## src/rtl/tx_bank_arbiter.sv

```systemverilog
// Ping-pong TX buffer controller: allocates two banks to the packet writer, records
// committed packet lengths and presents finished packets to the reader in commit order.
module tx_bank_arbiter #(
  parameter int unsigned ADDR_NBIT = 8,
  parameter int unsigned DATA_NBIT = 16
) (
  input  logic                 clk,
  input  logic                 rst_n,
  output logic                 wr_rdy,
  input  logic                 wr_vd,
  input  logic [DATA_NBIT-1:0] wr_data,
  input  logic                 wr_eop,
  output logic                 ram_wren,
  output logic [ADDR_NBIT:0]   ram_wraddr,
  output logic [DATA_NBIT-1:0] ram_wrdata,
  output logic                 rd_pkt_vd,
  output logic [ADDR_NBIT:0]   rd_pkt_len,
  output logic                 rd_bank,
  input  logic                 rd_done,
  output logic [1:0]           tx_pend,
  output logic                 err_ovf,
  output logic                 err_drop
);

  typedef enum logic [1:0] {BkFree, BkFilling, BkFull} bank_st_e;

  bank_st_e               bank_q [2];
  logic [ADDR_NBIT:0]     len_q  [2];
  logic                   wr_ptr;
  logic                   rd_ptr;
  logic [ADDR_NBIT-1:0]   wcnt;
  logic                   accept;
  logic                   last;
  logic                   done;

  assign wr_rdy  = (bank_q[wr_ptr] != BkFull);
  assign accept  = wr_vd & wr_rdy;
  // A word landing in the last slot closes the packet whether or not it carries eop.
  assign last    = accept & (wr_eop | (&wcnt));
  assign done    = rd_done & rd_pkt_vd;
  assign tx_pend = {1'b0, bank_q[0] == BkFull} + {1'b0, bank_q[1] == BkFull};

  always_ff @(posedge clk or negedge rst_n) begin
    if (!rst_n) begin
      bank_q[0]  <= BkFree;
      bank_q[1]  <= BkFree;
      len_q[0]   <= '0;
      len_q[1]   <= '0;
      wr_ptr     <= 1'b0;
      rd_ptr     <= 1'b0;
      wcnt       <= '0;
      ram_wren   <= 1'b0;
      ram_wraddr <= '0;
      ram_wrdata <= '0;
      rd_pkt_vd  <= 1'b0;
      rd_pkt_len <= '0;
      rd_bank    <= 1'b0;
      err_ovf    <= 1'b0;
      err_drop   <= 1'b0;
    end else begin
      ram_wren <= accept;
      err_drop <= wr_vd & ~wr_rdy;
      err_ovf  <= accept & ~wr_eop & (&wcnt);
      if (accept) begin
        ram_wraddr <= {wr_ptr, wcnt};
        ram_wrdata <= wr_data;
        if (last) begin
          bank_q[wr_ptr] <= BkFull;
          len_q[wr_ptr]  <= {1'b0, wcnt} + 1'b1;
          wr_ptr         <= ~wr_ptr;
          wcnt           <= '0;
        end else begin
          bank_q[wr_ptr] <= BkFilling;
          wcnt           <= wcnt + 1'b1;
        end
      end
      // The writer only touches a non-full bank and the reader only a full one, so the
      // two bank updates below never collide.
      if (done) begin
        bank_q[rd_ptr] <= BkFree;
        rd_ptr         <= ~rd_ptr;
        rd_pkt_vd      <= 1'b0;
      end else if (!rd_pkt_vd && bank_q[rd_ptr] == BkFull) begin
        // Registered one edge after commit so the last word is already in RAM.
        rd_pkt_vd  <= 1'b1;
        rd_bank    <= rd_ptr;
        rd_pkt_len <= len_q[rd_ptr];
      end
    end
  end

endmodule

```

## config.mk

```make
export PLATFORM = sky130hd
export DESIGN_NAME = tx_bank_arbiter
export DESIGN_NICKNAME = d
export VERILOG_FILES = /design/src/rtl/tx_bank_arbiter.sv
export SDC_FILE = /design/constraint.sdc
export NUM_CORES = 1
export LEC_CHECK = 0
export ABC_CLOCK_PERIOD_IN_PS = 5000
export BUFFER_PORTS_ARGS = -buffer_cell sky130_fd_sc_hd__buf_2
export CORE_ASPECT_RATIO = 0.5
export CORE_MARGIN = 2
export CORE_UTILIZATION = 47
export CTS_CLUSTER_SIZE = 12
export DETAILED_ROUTE_END_ITERATION = 8
export HOLD_SLACK_MARGIN = 0.06
export PLACE_DENSITY = 0.7
export SLEW_MARGIN = 20
export SYNTH_ARGS = -nofsm -noshare
export SYNTH_HDL_FRONTEND = slang
export SYNTH_SLANG_ARGS = --single-unit
export TNS_END_PERCENT = 5
```

## constraint.sdc

```tcl
create_clock -name clk -period 5 [get_ports clk]
set_input_delay 0 -clock clk [delete_from_list [all_inputs] [get_ports clk]]
set_output_delay 0 -clock clk [all_outputs]
set_load 0.005 [all_outputs]
```

==> impl_results.md, run 1 <==
* Die width at 120 microns
* Vias in the first global route at 2230
* Area growth syn-to-layout at 26.5%
* Number of synthesized register bits at 71
* Clk_lat worst skew at 0.33 ns
* Critical path startpoint category: register
* Pre-CTS setup slack at 2.59 ns
* Total of max-cap violations at 0
* Rel. slew slack at 36.6%
* Worst r2r dst: len_q[8]
* Crit end category: register
* Worst Max-Slew Pin Slew at 0.946 ns
* Via/cell ratio at 5.02
* Yosys synthesis warning count at 0
* Mean Syn Cell Area at 11.0 sq um
* Final setup fails at 0
* Worst Hold End: ram_wrdata[5]
* Most numerous cell in the Yosys netlist: nand2_1
* Worst clock skew at 0.00356 ns
* Root Buffer: clkbuf_16
* Clk buf depth at 2
* Critical-path top delay cell: o211ai_4
* Hold Crit Start: wr_data[5]
* Via Count at 2304
* Rows at 20
* Area after DPL at 3480 sq um
* Asr flop ratio synth at 100%
* Static leakage at 0.00206 uW
* CTS tree: built
* Layout cells sized above 1 at 27.8%
* Highest Clock Rate at 416 MHz
* Synth Flop Type: dfrtp_1
* Worst path required time at 5.21 ns
* Setup TNS at 0 ns
* Fin crit period at 2.40 ns
* Reg clk slew, reported paths at 0.05 ns
* Worst path bufs/invs at 1
* Final hold violations at 0
* Synth top area share at 56.5%
* Largest net degree at the start of global routing at 72
* Design Area, Final at 3980 sq um
* Initial DRC count at 206
* EDFF count, synth at 0
* Synth area leader: dfrtp_1
* R2r setup slk at 2.60 ns
* Core ar. at 6260 sq um
* DRC at 0
* Largest stage delay on the critical path at 0.80 ns
* Hold path depth at 4
* DRT Pass-1 Iters at 4
* Inserted Diodes at 0
* Outcome: completed
* Crit. Startpoint: bank_q[2]
* Final period utilization at 48.1%
* Initial antenna violation count at 0
* Remaining global-route overflow at 0
* Post-DP HPWL at 4.29 mm
* Delay-heaviest family, CP: compound AO/OA/AOI/OAI gates
* Peak supply drop at 0.259 mV
* Setup CP Type: register to register
* Synthesized cell area at 3140 sq um
* Worst-path cell chain: nand2b_1 > o211ai_4 > inv_2 > a32o_1
* Synthesized Nets at 309
* Sink Count at 71
* Antenna-violating nets left at 0
* Final WL at 6.73 mm
* I/O pins at 63
* Die ar. at 7400 sq um
* IO buf count at 62
* Commonest cells in the netlist: 79 x nand2_1, 71 x dfrtp_1, 17 x nor2_1, 12 x a21oi_1, 12 x mux2i_1
* CP max FO at 37
* Final Net Count at 389
* Post-DR wirelength/cell at 14.7 microns
* Post-synthesis sequential area ratio at 56.5%
* Gp weighted congestion at 0.814
* Worst hold path type: input port to register
* Synth area leaders: dfrtp_1 57%, nand2_1 9.4%, mux2i_1 3.8%, mux2_4 3.3%, mux2_2 2.5%
* Syn Inst Count at 286
* Crit path arrival time at 2.62 ns
* Critical R2R Launch: bank_q[2]
* Total CTS buffers at 9
* Distinct cell type count after synthesis at 46
* Die height at 61.8 microns
* PwrDens at 573 nW/um^2
* First-pass GRT wire length at 11.1 mm
* Fin. max-slew vios at 0
* CTS H-Tree Depth at 3
* Post-cts resize count at 0
* R2R cell count at 4
* Final setup margin at 2.60 ns
* RSZ-0062 raised after global routing: no
* Starting Density at 50.2%
* GRT Resource Usage Total at 19.9%
[through the flow]
| stage | util [%] | total power [uW] | cells | hold slack [ns] |
|---|---|---|---|---|
| floorplan | - | 1410 | 286 | -0.296 |
| global placement | 55.7 | 1620 | 423 | 0.190 |
| detailed placement | 55.7 | 1650 | 423 | 0.195 |
| CTS | 63.6 | 2300 | 459 | 0.383 |
| global route | 63.6 | 2440 | 459 | 0.405 |
| finish | 63.6 | 2280 | 459 | 0.391 |
[what timing repair did]
item                                   in CTS  in global routing
endpoints found under the hold margin      94                  0
setup endpoints to repair                   0                  0
hold buffers                               20                  0
buffers inserted                            0                  0
[layout make-up]
cell class / instances / area [sq um]
Timing Repair Buffer: 83 / 518
Fill cell: 502 / 2280
Multi-Input combinational cell: 194 / 1250
Clock inverter: 4 / 45.0
Tap cell: 88 / 110
Inverter: 7 / 26.3
Clock buffer: 12 / 246
Sequential cell: 71 / 1780
[worst register-to-register path, stage by stage (launching register included)]
cell	delay, ns
dfrtp_1	0.40
nand2b_1	0.28
o211ai_4	0.80
inv_2	0.44
a32o_1	0.37
[logic make-up (layout without fill, tap and decap cells)]
family,count (synthesis),in the layout,synth area share [%]
xor+xnor,6,6,1.67
flops,71,71,56.5
fa+ha+maj,2,2,0.796
mux,26,26,9.67
simple gates,117,117,18.0
compound gates,43,43,9.79
buf+inv,21,106,3.58
[worst max-delay path by stage]
| stage | depth (start not counted) | slack [ns] | endpoint |
|---|---|---|---|
| after detailed placement | 4 | 2.59 | len_q[8] |
| after floorplan | 6 | 3.24 | len_q[10] |
| final | 4 | 2.60 | len_q[8] |
| after CTS | 4 | 2.59 | len_q[8] |
| after global placement | 4 | 2.72 | len_q[8] |
| after global routing | 5 | 2.40 | wcnt[4] |
[layout by cell type, fill, tap and decap left out, types with 2 or more instances in the layout]
cell type	netlist	routed
mux2_4	7	7
nand3b_1	2	2
xnor2_1	3	3
a21oi_1	12	12
xor2_1	3	3
mux2_2	7	7
a21o_1	3	3
nand2_1	79	79
dlygate4sd3_1	0	20
a22o_1	3	3
clkbuf_1	2	2
nor2_1	17	17
o22ai_1	2	2
buf_2	9	62
mux2i_1	12	12
clkbuf_16	0	9
o21a_1	2	2
nand3_1	3	3
ha_1	2	2
clkinv_2	0	3
dfrtp_1	71	71
nand2b_1	3	3
o21ai_0	11	11
inv_1	6	6
[per-layer routing]
layer | vias up | part of all wire [%] | GRT usage (%)
met5 | - | 0 | 0
met4 | 0 | 1.2 | 6.55
met3 | 8 | 5.6 | 6.57
met2 | 80 | 44 | 31.1
met1 | 1101 | 49 | 27.1
li1 | 1115 | - | -
[where the power goes]
| group | internal (uW) | total (uW) | switching (uW) |
|---|---|---|---|
| sequential | 772 | 944 | 172 |
| clock | 397 | 622 | 225 |
| combinational | 333 | 712 | 379 |
| total | 1500 | 2280 | 776 |
[state kept, by name, indices dropped and copies added, names as in the netlist]
| signal | count |
|---|---|
| ram_wraddr | 9 |
| rd_bank | 1 |
| rd_pkt_len | 9 |
| rd_ptr | 1 |
| wcnt | 8 |
| bank_q | 4 |
| len_q | 18 |
| rd_pkt_vd | 1 |
| err_drop | 1 |
| ram_wrdata | 16 |
| wr_ptr | 1 |
| ram_wren | 1 |
| err_ovf | 1 |
Note: power is estimated with default switching activity, not from simulation.
==> inputs of run 2 (changes only) <==
--- a/config.mk
+++ b/config.mk
@@ -5,7 +5,7 @@
 export SDC_FILE = /design/constraint.sdc
 export NUM_CORES = 1
 export LEC_CHECK = 0
-export ABC_CLOCK_PERIOD_IN_PS = 5000
+export ABC_CLOCK_PERIOD_IN_PS = 2400
 export BUFFER_PORTS_ARGS = -buffer_cell sky130_fd_sc_hd__buf_2
 export CORE_ASPECT_RATIO = 0.5
 export CORE_MARGIN = 2
==> constraint.sdc (replaced) <==
create_clock -name clk -period 2.4 [get_ports clk]
set_input_delay 0 -clock clk [delete_from_list [all_inputs] [get_ports clk]]
set_output_delay 0 -clock clk [all_outputs]
set_load 0.005 [all_outputs]
==> run 2 against run 1 <==
  * Via count rose by 0.61%
  * Total power rose by 120%
  * Hold slack got worse by 0.17 ns
  * Global-route usage fell by 0.49 points
  * Wire length fell by 3.0%
  * Combinational power rose by 110%
  * Maximum frequency rose by 18%
  * Non-clock buffer count rose by 3
  * Final cell count rose by 0.65%
  * Count of clock-buffer cells in the layout fell by 2
  * Sequential power rose by 100%
  * Register-to-register slack got worse by 2.2 ns
==> impl_results.md, run 2 (same netlist as run 1, synthesis figures left out) <==
* CP max FO at 8 (-78%)
* Rows at 20 (unchanged)
* Total CTS buffers at 9 (unchanged)
* CTS H-Tree Depth at 3 (unchanged)
* Fin crit period at 2.04 ns (-0.365 ns)
* Max FFs per register at 18 (unchanged)
* Die height at 61.8 microns (unchanged)
* CTS tree: built
* Most flops, register: len_q
* Critical path startpoint category: register
* IO buf count at 62 (unchanged)
* Fill cell count at 486 (-3.2%)
* Root Buffer: clkbuf_16
* DR top layer: met4
* Final setup fails at 0 (unchanged)
* Reg clk slew, reported paths at 0.06 ns (about the same)
* Via Count at 2318 (+0.61%)
* Crit end category: register
* Area growth syn-to-layout at 29.3%
* Antenna-violating nets left at 0 (unchanged)
* First-pass GRT wire length at 11.0 mm (-0.87%)
* WHS at 0.226 ns (-0.165 ns)
* Static leakage at 0.00210 uW (+2.0%)
* Post-DR wirelength/cell at 14.1 microns (-3.7%)
* Initial antenna violation count at 0 (unchanged)
* Inserted Diodes at 0 (unchanged)
* Core ar. at 6260 sq um (unchanged)
* Initial DRC count at 133 (-35%)
* Via/cell ratio at 5.02 (about the same)
* Final hold violations at 0 (unchanged)
* Commonest cells after routing, fill and taps aside: 79 x nand2_1, 71 x dfrtp_1, 62 x buf_2
* Fin. max-slew vios at 0 (unchanged)
* Highest Clock Rate at 490 MHz (+18%)
* RSZ-0062 raised after global routing: no
* WL met3 at 455 microns (+20%)
* Clk buf depth at 2 (unchanged)
* Clk_lat worst skew at 0.33 ns (about the same)
* Final WL at 6.52 mm (-3.0%)
* Largest net degree at the start of global routing at 37 (-49%)
* Outcome: completed
* Worst path required time at 2.61 ns (-2.60 ns)
* Internal Pwr Total at 3370 uW (+120%)
* Cts hold-fix bufs at 20 (unchanged)
* Peak supply drop at 0.579 mV (+120%)
* Die ar. at 7400 sq um (unchanged)
* Clock power share at 30.8% (+3.5 points)
* Post-DP HPWL at 4.35 mm (+1.3%)
* Top flop regs: len_q (18), ram_wrdata (16)
* Setup CP Type: register to register
* Post-cts resize count at 0 (unchanged)
* DRT Pass-1 Iters at 4 (unchanged)
* Total of max-cap violations at 0 (unchanged)
* Post-CTS Setup Bufs at 0 (unchanged)
* Setup TNS at 0 ns (unchanged)
* Gp weighted congestion at 0.818 (+0.41%)
* WL met2 at 2.99 mm (+0.47%)
* Layout cells sized above 1 at 28.9% (+1.1 points)
* Combinational share of power at 30.6% (-0.6 points)
* GRT Resource Usage Total at 19.4% (-0.49 points)
* Vias in the first global route at 2244 (+0.63%)
* Most common cell after layout, fill and taps aside: nand2_1
* Remaining global-route overflow at 0 (unchanged)
* Starting Density at 50.2% (unchanged)
* I/O pins at 63 (unchanged)
* Switching portion of total power at 32.7% (-1.4 points)
* Die width at 120 microns (unchanged)
* Rel. slew slack at 58.6% (+22 points)
* Reg power frac at 38.5% (-3.0 points)
* Sink Count at 71 (unchanged)
* Worst Max-Slew Pin Slew at 0.621 ns (-0.325 ns)
* Crit path arrival time at 2.24 ns (-0.38 ns)
* Final Net Count at 392 (+0.77%)
* Worst clock skew at 0.00577 ns (+0.00222 ns)
* Final period utilization at 85.0% (+37 points)
* PwrDens at 1230 nW/um^2 (+120%)
* DRC at 0 (unchanged)
* Worst hold path type: input port to async pin
* DRT met1 WL at 3.01 mm (-8.5%)
* Sw Pwr at 1640 uW (+110%)
run 2: cell count changes in the layout (fill, tap and decap cells not counted), sizes merged:
| cell | delta |
|---|---|
| clkbuf | -2 |
| buf | +3 |
| inv | +1 |
| bufinv | +2 |
| clkinv | -1 |
run 2: power groups by stage:
stage                     combinational [uW]  clock, uW  sequential (uW)
after CTS                               1540       1570             1930
final                                   1530       1540             1930
after global routing                    1720       1620             1990
after detailed placement                1510          0             1930
after floorplan                         1100          0             1840
after global placement                  1470          0             1920
run 2: cell type report:
type / instances / area (sq um) / share of cell area (%)
clock buffers: 10 / 239 / 5.88
clock inverters: 6 / 116 / 2.86
inverters: 7 / 26.3 / 0.647
multi-input cells: 194 / 1250 / 30.9
flip-flops and latches: 71 / 1780 / 43.7
well taps: 88 / 110 / 2.71
repair buffers: 86 / 541 / 13.3
run 2: critical path, cell delays in order, from the launching register on:
cell	delay (ns)
dfrtp_1	0.46
ha_1	0.36
nand4_4	0.17
o21ba_1	0.36
nor2_8	0.25
mux2_4	0.32
run 2: metal layers:
metal | vias to the layer above | global-route usage, %
li1 | 1127 | -
met1 | 1106 | 25.3
met2 | 76 | 31.8
met3 | 9 | 6.66
met4 | 0 | 5.71
met5 | - | 0
run 2: metrics by stage:
stage | total power [uW] | util [%] | worst slack [ns] | area, sq um | std cells
after global routing | 5330 | 64.9 | 0.262 | 4060 | 462
after global placement | 3390 | 56.1 | 0.507 | 3510 | 426
final | 5010 | 64.9 | 0.361 | 4060 | 462
after detailed placement | 3440 | 56.1 | 0.410 | 3510 | 426
after CTS | 5040 | 64.9 | 0.373 | 4060 | 462
after floorplan | 2940 | - | 0.642 | 3140 | 286
run 2: final timing paths:
path                                       to  slack [ns]  cells past startpoint          start
worst max register to register      len_q[16]        0.36                      5        wcnt[0]
worst min-delay path            ram_wrdata[5]        0.23                      2          rst_n
worst max-delay path                len_q[16]        0.36                      5        wcnt[0]
min in group clk                ram_wrdata[5]        0.39                      4     wr_data[5]
max in group asynchronous             rd_bank        1.43                      3          rst_n
worst min register to register  ram_wraddr[0]        0.47                      2  ram_wraddr[0]
